**src/rtl/dccm_arb_pkg.sv**
```systemverilog
// rtl/dccm_arb_pkg.sv - shared types and constants for the DCCM port arbiter
package dccm_arb_pkg;

  typedef enum logic [1:0] {OWN_NONE, OWN_LSU, OWN_DMA} owner_e;

  typedef enum logic {LSU_PRI, DMA_FORCE} arb_state_e;

  localparam int STARVE_CNT_W = 4;

endpackage

```
**src/rtl/dccm_arb_sat_cnt.sv**
```systemverilog
// rtl/dccm_arb_sat_cnt.sv - saturating up-counter with synchronous clear
module dccm_arb_sat_cnt #(
  parameter int               WIDTH = 4,
  parameter logic [WIDTH-1:0] MAX   = '1
) (
  input  logic             clk,
  input  logic             rst,
  input  logic             inc,
  input  logic             clr,
  output logic [WIDTH-1:0] count
);

  always_ff @(posedge clk) begin
    if (rst || clr) begin
      count <= '0;
    end else if (inc && (count != MAX)) begin
      count <= count + WIDTH'(1);
    end
  end

endmodule

```
**src/rtl/dccm_port_arb.sv**
```systemverilog
// rtl/dccm_port_arb.sv - LSU/DMA arbiter for the single DCCM port (optional DCCM_PORT_ARB_PERF_EN grant counters)
module dccm_port_arb
  import dccm_arb_pkg::*;
#(
  parameter int ADDR_W     = 16,
  parameter int FDATA_W    = 72,
  parameter int STARVE_MAX = 4
) (
  input  logic               clk,
  input  logic               rst,
  input  logic               lsu_req_valid,
  output logic               lsu_req_ready,
  input  logic               lsu_req_wr,
  input  logic [ADDR_W-1:0]  lsu_req_addr,
  input  logic [FDATA_W-1:0] lsu_req_wdata,
  output logic               lsu_rsp_valid,
  output logic [FDATA_W-1:0] lsu_rsp_rdata,
  input  logic               dma_req_valid,
  output logic               dma_req_ready,
  input  logic               dma_req_wr,
  input  logic [ADDR_W-1:0]  dma_req_addr,
  input  logic [FDATA_W-1:0] dma_req_wdata,
  output logic               dma_rsp_valid,
  output logic [FDATA_W-1:0] dma_rsp_rdata,
  output logic               dccm_rden,
  output logic               dccm_wren,
  output logic [ADDR_W-1:0]  dccm_addr,
  output logic [FDATA_W-1:0] dccm_wr_data,
  input  logic [FDATA_W-1:0] dccm_rd_data,
  output logic               dma_forced
`ifdef DCCM_PORT_ARB_PERF_EN
  ,
  output logic [15:0]        perf_lsu_grants,
  output logic [15:0]        perf_dma_grants,
  output logic [15:0]        perf_forced_grants
`endif
);

  localparam logic [STARVE_CNT_W-1:0] STARVE_MAX_C  = STARVE_CNT_W'(STARVE_MAX);
  localparam logic [STARVE_CNT_W-1:0] STARVE_LAST_C = STARVE_CNT_W'(STARVE_MAX - 1);

  arb_state_e              state;
  owner_e                  rsp_owner;
  logic                    grant_lsu;
  logic                    grant_dma;
  logic                    lsu_fire;
  logic                    dma_fire;
  logic                    starve_inc;
  logic                    starve_clr;
  logic                    force_next;
  logic [STARVE_CNT_W-1:0] starve_cnt;

  // Grant is held off during reset so every request-side output reads 0.
  always_comb begin
    grant_lsu = 1'b0;
    grant_dma = 1'b0;
    if (!rst) begin
      if (state == LSU_PRI) begin
        if (lsu_req_valid)      grant_lsu = 1'b1;
        else if (dma_req_valid) grant_dma = 1'b1;
      end else begin
        if (dma_req_valid)      grant_dma = 1'b1;
        else if (lsu_req_valid) grant_lsu = 1'b1;
      end
    end
  end

  assign lsu_req_ready = grant_lsu & lsu_req_valid;
  assign dma_req_ready = grant_dma & dma_req_valid;
  assign lsu_fire      = lsu_req_ready;
  assign dma_fire      = dma_req_ready;

  always_comb begin
    dccm_rden    = 1'b0;
    dccm_wren    = 1'b0;
    dccm_addr    = '0;
    dccm_wr_data = '0;
    if (lsu_fire) begin
      dccm_rden    = ~lsu_req_wr;
      dccm_wren    = lsu_req_wr;
      dccm_addr    = lsu_req_addr;
      dccm_wr_data = lsu_req_wdata;
    end else if (dma_fire) begin
      dccm_rden    = ~dma_req_wr;
      dccm_wren    = dma_req_wr;
      dccm_addr    = dma_req_addr;
      dccm_wr_data = dma_req_wdata;
    end
  end

  assign starve_inc = dma_req_valid & ~dma_req_ready;
  assign starve_clr = dma_fire | ~dma_req_valid;

  dccm_arb_sat_cnt #(
    .WIDTH (STARVE_CNT_W),
    .MAX   (STARVE_MAX_C)
  ) u_starve_cnt (
    .clk   (clk),
    .rst   (rst),
    .inc   (starve_inc),
    .clr   (starve_clr),
    .count (starve_cnt)
  );

  // Leaving DMA_FORCE always clears the counter, so in LSU_PRI it sits below
  // the limit and hitting the limit next cycle means it is one short now.
  assign force_next = starve_inc & (starve_cnt == STARVE_LAST_C);

  always_ff @(posedge clk) begin
    if (rst) begin
      state <= LSU_PRI;
    end else begin
      case (state)
        LSU_PRI:   if (force_next) state <= DMA_FORCE;
        DMA_FORCE: if (dma_fire || !dma_req_valid) state <= LSU_PRI;
        default:   state <= LSU_PRI;
      endcase
    end
  end

  assign dma_forced = (state == DMA_FORCE) & dma_fire;

  always_ff @(posedge clk) begin
    if (rst)            rsp_owner <= OWN_NONE;
    else if (dccm_rden) rsp_owner <= lsu_fire ? OWN_LSU : OWN_DMA;
    else                rsp_owner <= OWN_NONE;
  end

  // A read issued just before reset must not surface while reset is high.
  assign lsu_rsp_valid = (rsp_owner == OWN_LSU) & ~rst;
  assign dma_rsp_valid = (rsp_owner == OWN_DMA) & ~rst;
  assign lsu_rsp_rdata = lsu_rsp_valid ? dccm_rd_data : '0;
  assign dma_rsp_rdata = dma_rsp_valid ? dccm_rd_data : '0;

`ifdef DCCM_PORT_ARB_PERF_EN
  dccm_arb_sat_cnt #(.WIDTH(16), .MAX(16'hFFFF)) u_perf_lsu (
    .clk (clk), .rst (rst), .inc (lsu_fire), .clr (1'b0), .count (perf_lsu_grants)
  );

  dccm_arb_sat_cnt #(.WIDTH(16), .MAX(16'hFFFF)) u_perf_dma (
    .clk (clk), .rst (rst), .inc (dma_fire), .clr (1'b0), .count (perf_dma_grants)
  );

  dccm_arb_sat_cnt #(.WIDTH(16), .MAX(16'hFFFF)) u_perf_forced (
    .clk (clk), .rst (rst), .inc (dma_forced), .clr (1'b0), .count (perf_forced_grants)
  );
`endif

endmodule

```
**config.mk**
```make
export PLATFORM = sky130hd
export DESIGN_NAME = dccm_port_arb
export DESIGN_NICKNAME = d
export VERILOG_FILES = /design/src/rtl/dccm_arb_pkg.sv /design/src/rtl/dccm_arb_sat_cnt.sv /design/src/rtl/dccm_port_arb.sv
export SDC_FILE = /design/constraint.sdc
export NUM_CORES = 1
export LEC_CHECK = 0
export ABC_AREA = 1
export BUFFER_PORTS_ARGS = -buffer_cell sky130_fd_sc_hd__buf_4
export CAP_MARGIN = 20
export CORE_AREA = 5 5 191 193
export DETAILED_ROUTE_END_ITERATION = 6
export DIE_AREA = 0 0 196 198
export GPL_TIMING_DRIVEN = 0
export PLACE_DENSITY = 0.3
export SYNTH_ARGS = -nofsm -noshare
export SYNTH_HDL_FRONTEND = slang
export SYNTH_SLANG_ARGS = --single-unit
```
**constraint.sdc**
```tcl
create_clock -name clk -period 1.5 [get_ports clk]
set_input_delay 0.15 -clock clk [delete_from_list [all_inputs] [get_ports clk]]
set_output_delay 0.15 -clock clk [all_outputs]
set_load 0.01 [all_outputs]
```
Word-level counts from Yosys, hierarchy flattened

Cells that the tools add are included.

Bits in registers: 7
Input port bits: 254
Output and inout port bits: 239
Word-level logic and storage cells: 50

$add $sub $neg: 1
Equality and inequality tests: 4
Mux-type cells: 22
Bitwise logic cells: 15
Reduce and logical (&&, ||, !) cells: 5

Operator list:

| cell                                                                    | number |
|---|---|
| 72-bit 2-to-1 mux                                                       | 4 |
| 16-bit 2-to-1 mux                                                       | 2 |
| 1-bit 2-to-1 mux                                                        | 14 |
| 1-bit AND                                                               | 7 |
| 1-bit inverter                                                          | 7 |
| 4-bit by 1-bit adder with 4-bit output, second input constant           | 1 |
| 4-bit by 2-bit == test with 1-bit output, second input constant         | 1 |
| 4-bit by 3-bit inequality test with 1-bit output, second input constant | 1 |
| 2-bit by 1-bit == test with 1-bit output, second input constant         | 1 |
| 2-bit == test, second input constant                                    | 1 |
| 1-bit logical OR                                                        | 2 |
| 2-bit 2-to-1 mux                                                        | 1 |
| 1-bit case mux with 2 select lines                                      | 1 |
| 2-bit OR reduction                                                      | 1 |
| 1-bit logical AND                                                       | 1 |
| 1-bit logical NOT                                                       | 1 |
| 1-bit bitwise OR                                                        | 1 |

Longest topological paths before layout

Depth in word-level cells: 10
Gate-level depth with buffers: 6
Depth with buffers taken out: 6

Modules after synthesis

A second synthesis with hierarchy kept.

Cells, all modules: 613
Area total of the unflattened synthesis: 2972.9 sq um

Modules (own cells, without submodules):

| module           | instances | cells each | area each (sq um) | seq. area each (sq um) |
|---|---|---|---|---|
| dccm_port_arb    | 1         | 582        | 2743.9            | 60.1 |
| dccm_arb_sat_cnt | 1         | 31         | 229.0             | 80.1 |

Least setup slack after synthesis

OpenSTA, ideal clock, no wires.

Kind: reg2out
From: reg rsp_owner[0]
To: out dma_rsp_rdata[10]
Arrival time: 1063 ps
Path slack: 287 ps
Cell stages (with the launch flop): 5
Buffers on the path: 1
Cells stage by stage: dfxtp_1 nor3_2 inv_2 buf_6 nor2_1

Longest elaborated chain between the ends: 3

Ends and longest elaborated chain:

| item                   | RTL line             | RTL |
|---|---|---|
| from (decl)            | dccm_port_arb.sv:43  | `owner_e rsp_owner;` |
| from (signal assigned) | dccm_port_arb.sv:125 | `else if (dccm_rden) rsp_owner <= lsu_fire ? OWN_LSU : OWN_DMA;` |
| 2-bit == test          | dccm_port_arb.sv:131 | `assign dma_rsp_valid = (rsp_owner == OWN_DMA) & ~rst;` |
| 1-bit AND              | dccm_port_arb.sv:131 |  |
| via dma_rsp_valid      | dccm_port_arb.sv:23  | `output logic dma_rsp_valid,` |
| 72-bit 2-to-1 mux      | dccm_port_arb.sv:133 | `assign dma_rsp_rdata = dma_rsp_valid ? dccm_rd_data : '0;` |
| to (decl)              | dccm_port_arb.sv:24  | `output logic [FDATA_W-1:0] dma_rsp_rdata,` |

The timed path passes the listed nets, and every way through them passes these cells.

Worst setup path in the final report

From: reg state
To: out dccm_wr_data[17]

Longest elaborated chain between the ends: 5
Elaborated cells between the ends (all ways): 8
Those cells by class: mux: 6; bitwise: 2

Ends and longest elaborated chain:

| item                   | RTL line             | RTL |
|---|---|---|
| from (decl)            | dccm_port_arb.sv:42  | `arb_state_e state;` |
| from (signal assigned) | dccm_port_arb.sv:111 | `state <= LSU_PRI;` |
| from (signal assigned) | dccm_port_arb.sv:114 | `LSU_PRI: if (force_next) state <= DMA_FORCE;` |
| from (signal assigned) | dccm_port_arb.sv:115 | `DMA_FORCE: if (dma_fire \|\| !dma_req_valid) state <= LSU_PRI;` |
| 1-bit 2-to-1 mux       | dccm_port_arb.sv:58  | `if (state == LSU_PRI) begin` |
| 1-bit 2-to-1 mux       | dccm_port_arb.sv:57  | `if (!rst) begin` |
| 1-bit AND              | dccm_port_arb.sv:69  | `assign dma_req_ready = grant_dma & dma_req_valid;` |
| 72-bit 2-to-1 mux      | dccm_port_arb.sv:83  | `end else if (dma_fire) begin` |
| 72-bit 2-to-1 mux (*)  | dccm_port_arb.sv:78  | `if (lsu_fire) begin` |
| to (decl)              | dccm_port_arb.sv:28  | `output logic [FDATA_W-1:0] dccm_wr_data,` |

Mark *: on every way between the ends. The rest lies on a longest branch, timed or not.

==> run_results.csv <==
group,metric,value,unit
floorplanning,dieArea,38810,um2
yosys,netlist.area_leader.share,0.3357,
layout,final_cell_mix,"buf_4, nor2_1, buf_6, a22o_1, inv_1",
clock_tree,cts_tree,"yes",
critical_path,crit_required,1350,ps
clock_tree,clk_pin_slew,40,ps
yosys,yosysWarningCount,0,
detailed_routing,firstDrtPassIters,6,
critical_path,crit_path_end_kind,"output port",
global_route,grtUsageMet3,0.03199,
global_route,top_usage_layer,"met2",
placement,hpwlAfterDp,21.34,mm
yosys,yosysTopAreaCell,"a22o_1",
critical_path,start_kind,"flop",
yosys,synth_seq_cells,7,
global_route,grt_overflow,0,
floorplanning,chipHeight,198,um
floorplanning,die_width,196,um
critical_path,arrival,1450,ps
layout,final_util,0.2285,
hold_path,hold_path_class,"in -> reg",
yosys,synthCells,393,
timing,worst_pin_slew,281.7,ps
yosys,syn_avg_cell_area,5.909,um2
timing,final_hold_viol_count,0,
clock_tree,root_buffer,"clkbuf_16",
layout,area_growth,238.3,%
yosys,syn-num-nets,649,
clock_tree,cts-htree-levels,1,
critical_path,crit_fanout,10,
timing,worst_slack,-96.22,ps
clock_tree,cts.sinks,7,
global_route,grt_max_degree,11,
global_route,antenna_found_initial,2,
placement,port_buffers,492,
layout,drive_above_1_share,0.6707,
detailed_routing,viasPerCell,3.504,
critical_path,crit_type,"reg -> out",
detailed_routing,drt-initial-drc-count,63,
floorplanning,start_util,0.06756,
clock_tree,numCtsBuffers,3,
timing,fmax,626.5,MHz
timing,relSlewSlack,0.8122,
yosys,ys_types,22,
placement,routabilityCongestion,0.8142,
pwr,p_per_area,298.7,nW/um2
clock_tree,clockBufferDepth,2,
timing,finalCritPeriodShare,1.064,
layout,nNetsFinal,1165,
yosys,synth_area_leaders,"a22o_1, nor2_1, inv_1, buf_6, dfxtp_1",
detailed_routing,vias,4783,
floorplanning,core_area,34370,um2
timing,fin_skew,1.400,ps
timing,slew_violations,0,
timing,setup_violations,103,
detailed_routing,drcViolationCount,0,
layout,multi_input_area,1848,um2
global_route,grt_pass1_wl,33.22,mm
pwr,p_leak,4.243,nW
detailed_routing,ant_nets,0,
timing,rsz0062_at_grt,"yes",
run_status,status,"finished with violations",
timing,tns,-5802,ps
global_route,grt_pass1_vias,5052,
floorplanning,rows,68,
detailed_routing,wl_per_cell,18.34,um
layout,n_fill_cell,3900,
detailed_routing,drt-total-wl,25.03,mm
run_status,violations,"negative setup slack",
layout,register_area,146.4,um2
job,max_cap_viol_count,0,
floorplanning,io_pins,493,
yosys,yosysSeqAreaShare,0.06034,
global_route,grtUsageMet1,0.1155,
clock_tree,clk_latency,230,ps
yosys,syn_area,2322,um2
layout,final_common_cell,"buf_4",
pwr,ir_drop,0.2724,mV
global_route,grt.total_usage,0.1132,
global_route,met2_usage,0.2314,
clock_tree,postCtsHoldBufs,0,
timing,period_needed,1596,ps
-- layer usage --
layer / routed length [um] / vias up
li1: - / 2311
met1: 8478 / 2148
met2: 13940 / 314
met3: 2290 / 10
met4: 323 / 0
met5: 0 / -
-- flip-flops by register name (all words and copies together), names as in the netlist --
register and count:
u_starve_cnt.count 4, rsp_owner 2, state 1
-- worst max-delay path, cell delays in order (launching register included) --
cell and delay [ps]:
dfxtp_2 340, nand2_4 60, nand3_4 140, buf_12 130
inv_8 50, buf_8 130, a22o_1 210, buf_4 140
-- where the power goes --
| part | switching [mW] | internal [mW] |
|---|---|---|
| registers | 0.00461 | 0.189 |
| logic | 0.683 | 1.01 |
| clock network | 0.102 | 0.354 |
| total | 0.790 | 1.56 |
-- kinds of logic after synthesis --
| kind of cell | after synthesis | synth area share |
|---|---|---|
| AND/OR/NAND/NOR | 173 | 0.3028 |
| flip-flops | 7 | 0.06034 |
| buffers and inverters | 116 | 0.2753 |
| AO/OA/AOI/OAI | 95 | 0.3508 |
| adder cells (fa/ha/maj) | 2 | 0.01077 |
-- timing repair --
| item | CTS | global route |
|---|---|---|
| endpoints found under the setup margin | 233 | 193 |
| pin swaps | 22 | 2 |
| hold endpoints to repair | 0 | 0 |
| setup buffers | 6 | 2 |
| cloned | 6 | 5 |
| resized for setup | 98 | 133 |
-- Yosys cell counts (all sizes together) --
master,instances
a21oi,5
a22o,89
buf,32
dfxtp,7
ha,2
inv,84
nand2,12
nand3,9
nand4,1
nor2,148
nor3,2
o22ai,1
or2,1
-- final cells by class --
class | count | area share
timing repair buffer | 508 | 0.5569
tap | 455 | 0.07248
antenna | 2 | 0.0006371
sequential | 7 | 0.01864
inverter | 84 | 0.04396
timing repair inverter | 2 | 0.002867
buffer | 32 | 0.05925
multi-input combinational | 271 | 0.2353
clock buffer | 4 | 0.01004
-- final timing paths --
kind,from,end,slack [ps],depth (start not counted)
worst max register to register,u_starve_cnt.count[0],u_starve_cnt.count[1],170,6
worst max-delay path,state,dccm_wr_data[17],-100,7
worst min-delay path,dma_req_wr,rsp_owner[1],90,2
worst min register to register,u_starve_cnt.count[3],state,480,1
-- stage by stage --
step / hold WS, ps / setup slack [ps] / total power, mW / instance area, um2 / cells
after detailed placement: 340.1 / -292.3 / 1.634 / 6585 / 1340
final: 94.91 / -96.22 / 2.346 / 7855 / 1365
after global placement: 334.3 / -223.1 / 1.643 / 6585 / 1340
after CTS: 94.93 / -71.51 / 2.228 / 7211 / 1356
after global routing: 115.7 / -159.4 / 2.487 / 7853 / 1364
after floorplan: 222.4 / 286.9 / 0.6657 / 2322 / 393
No activity file was read; power rests on OpenSTA's default activity.
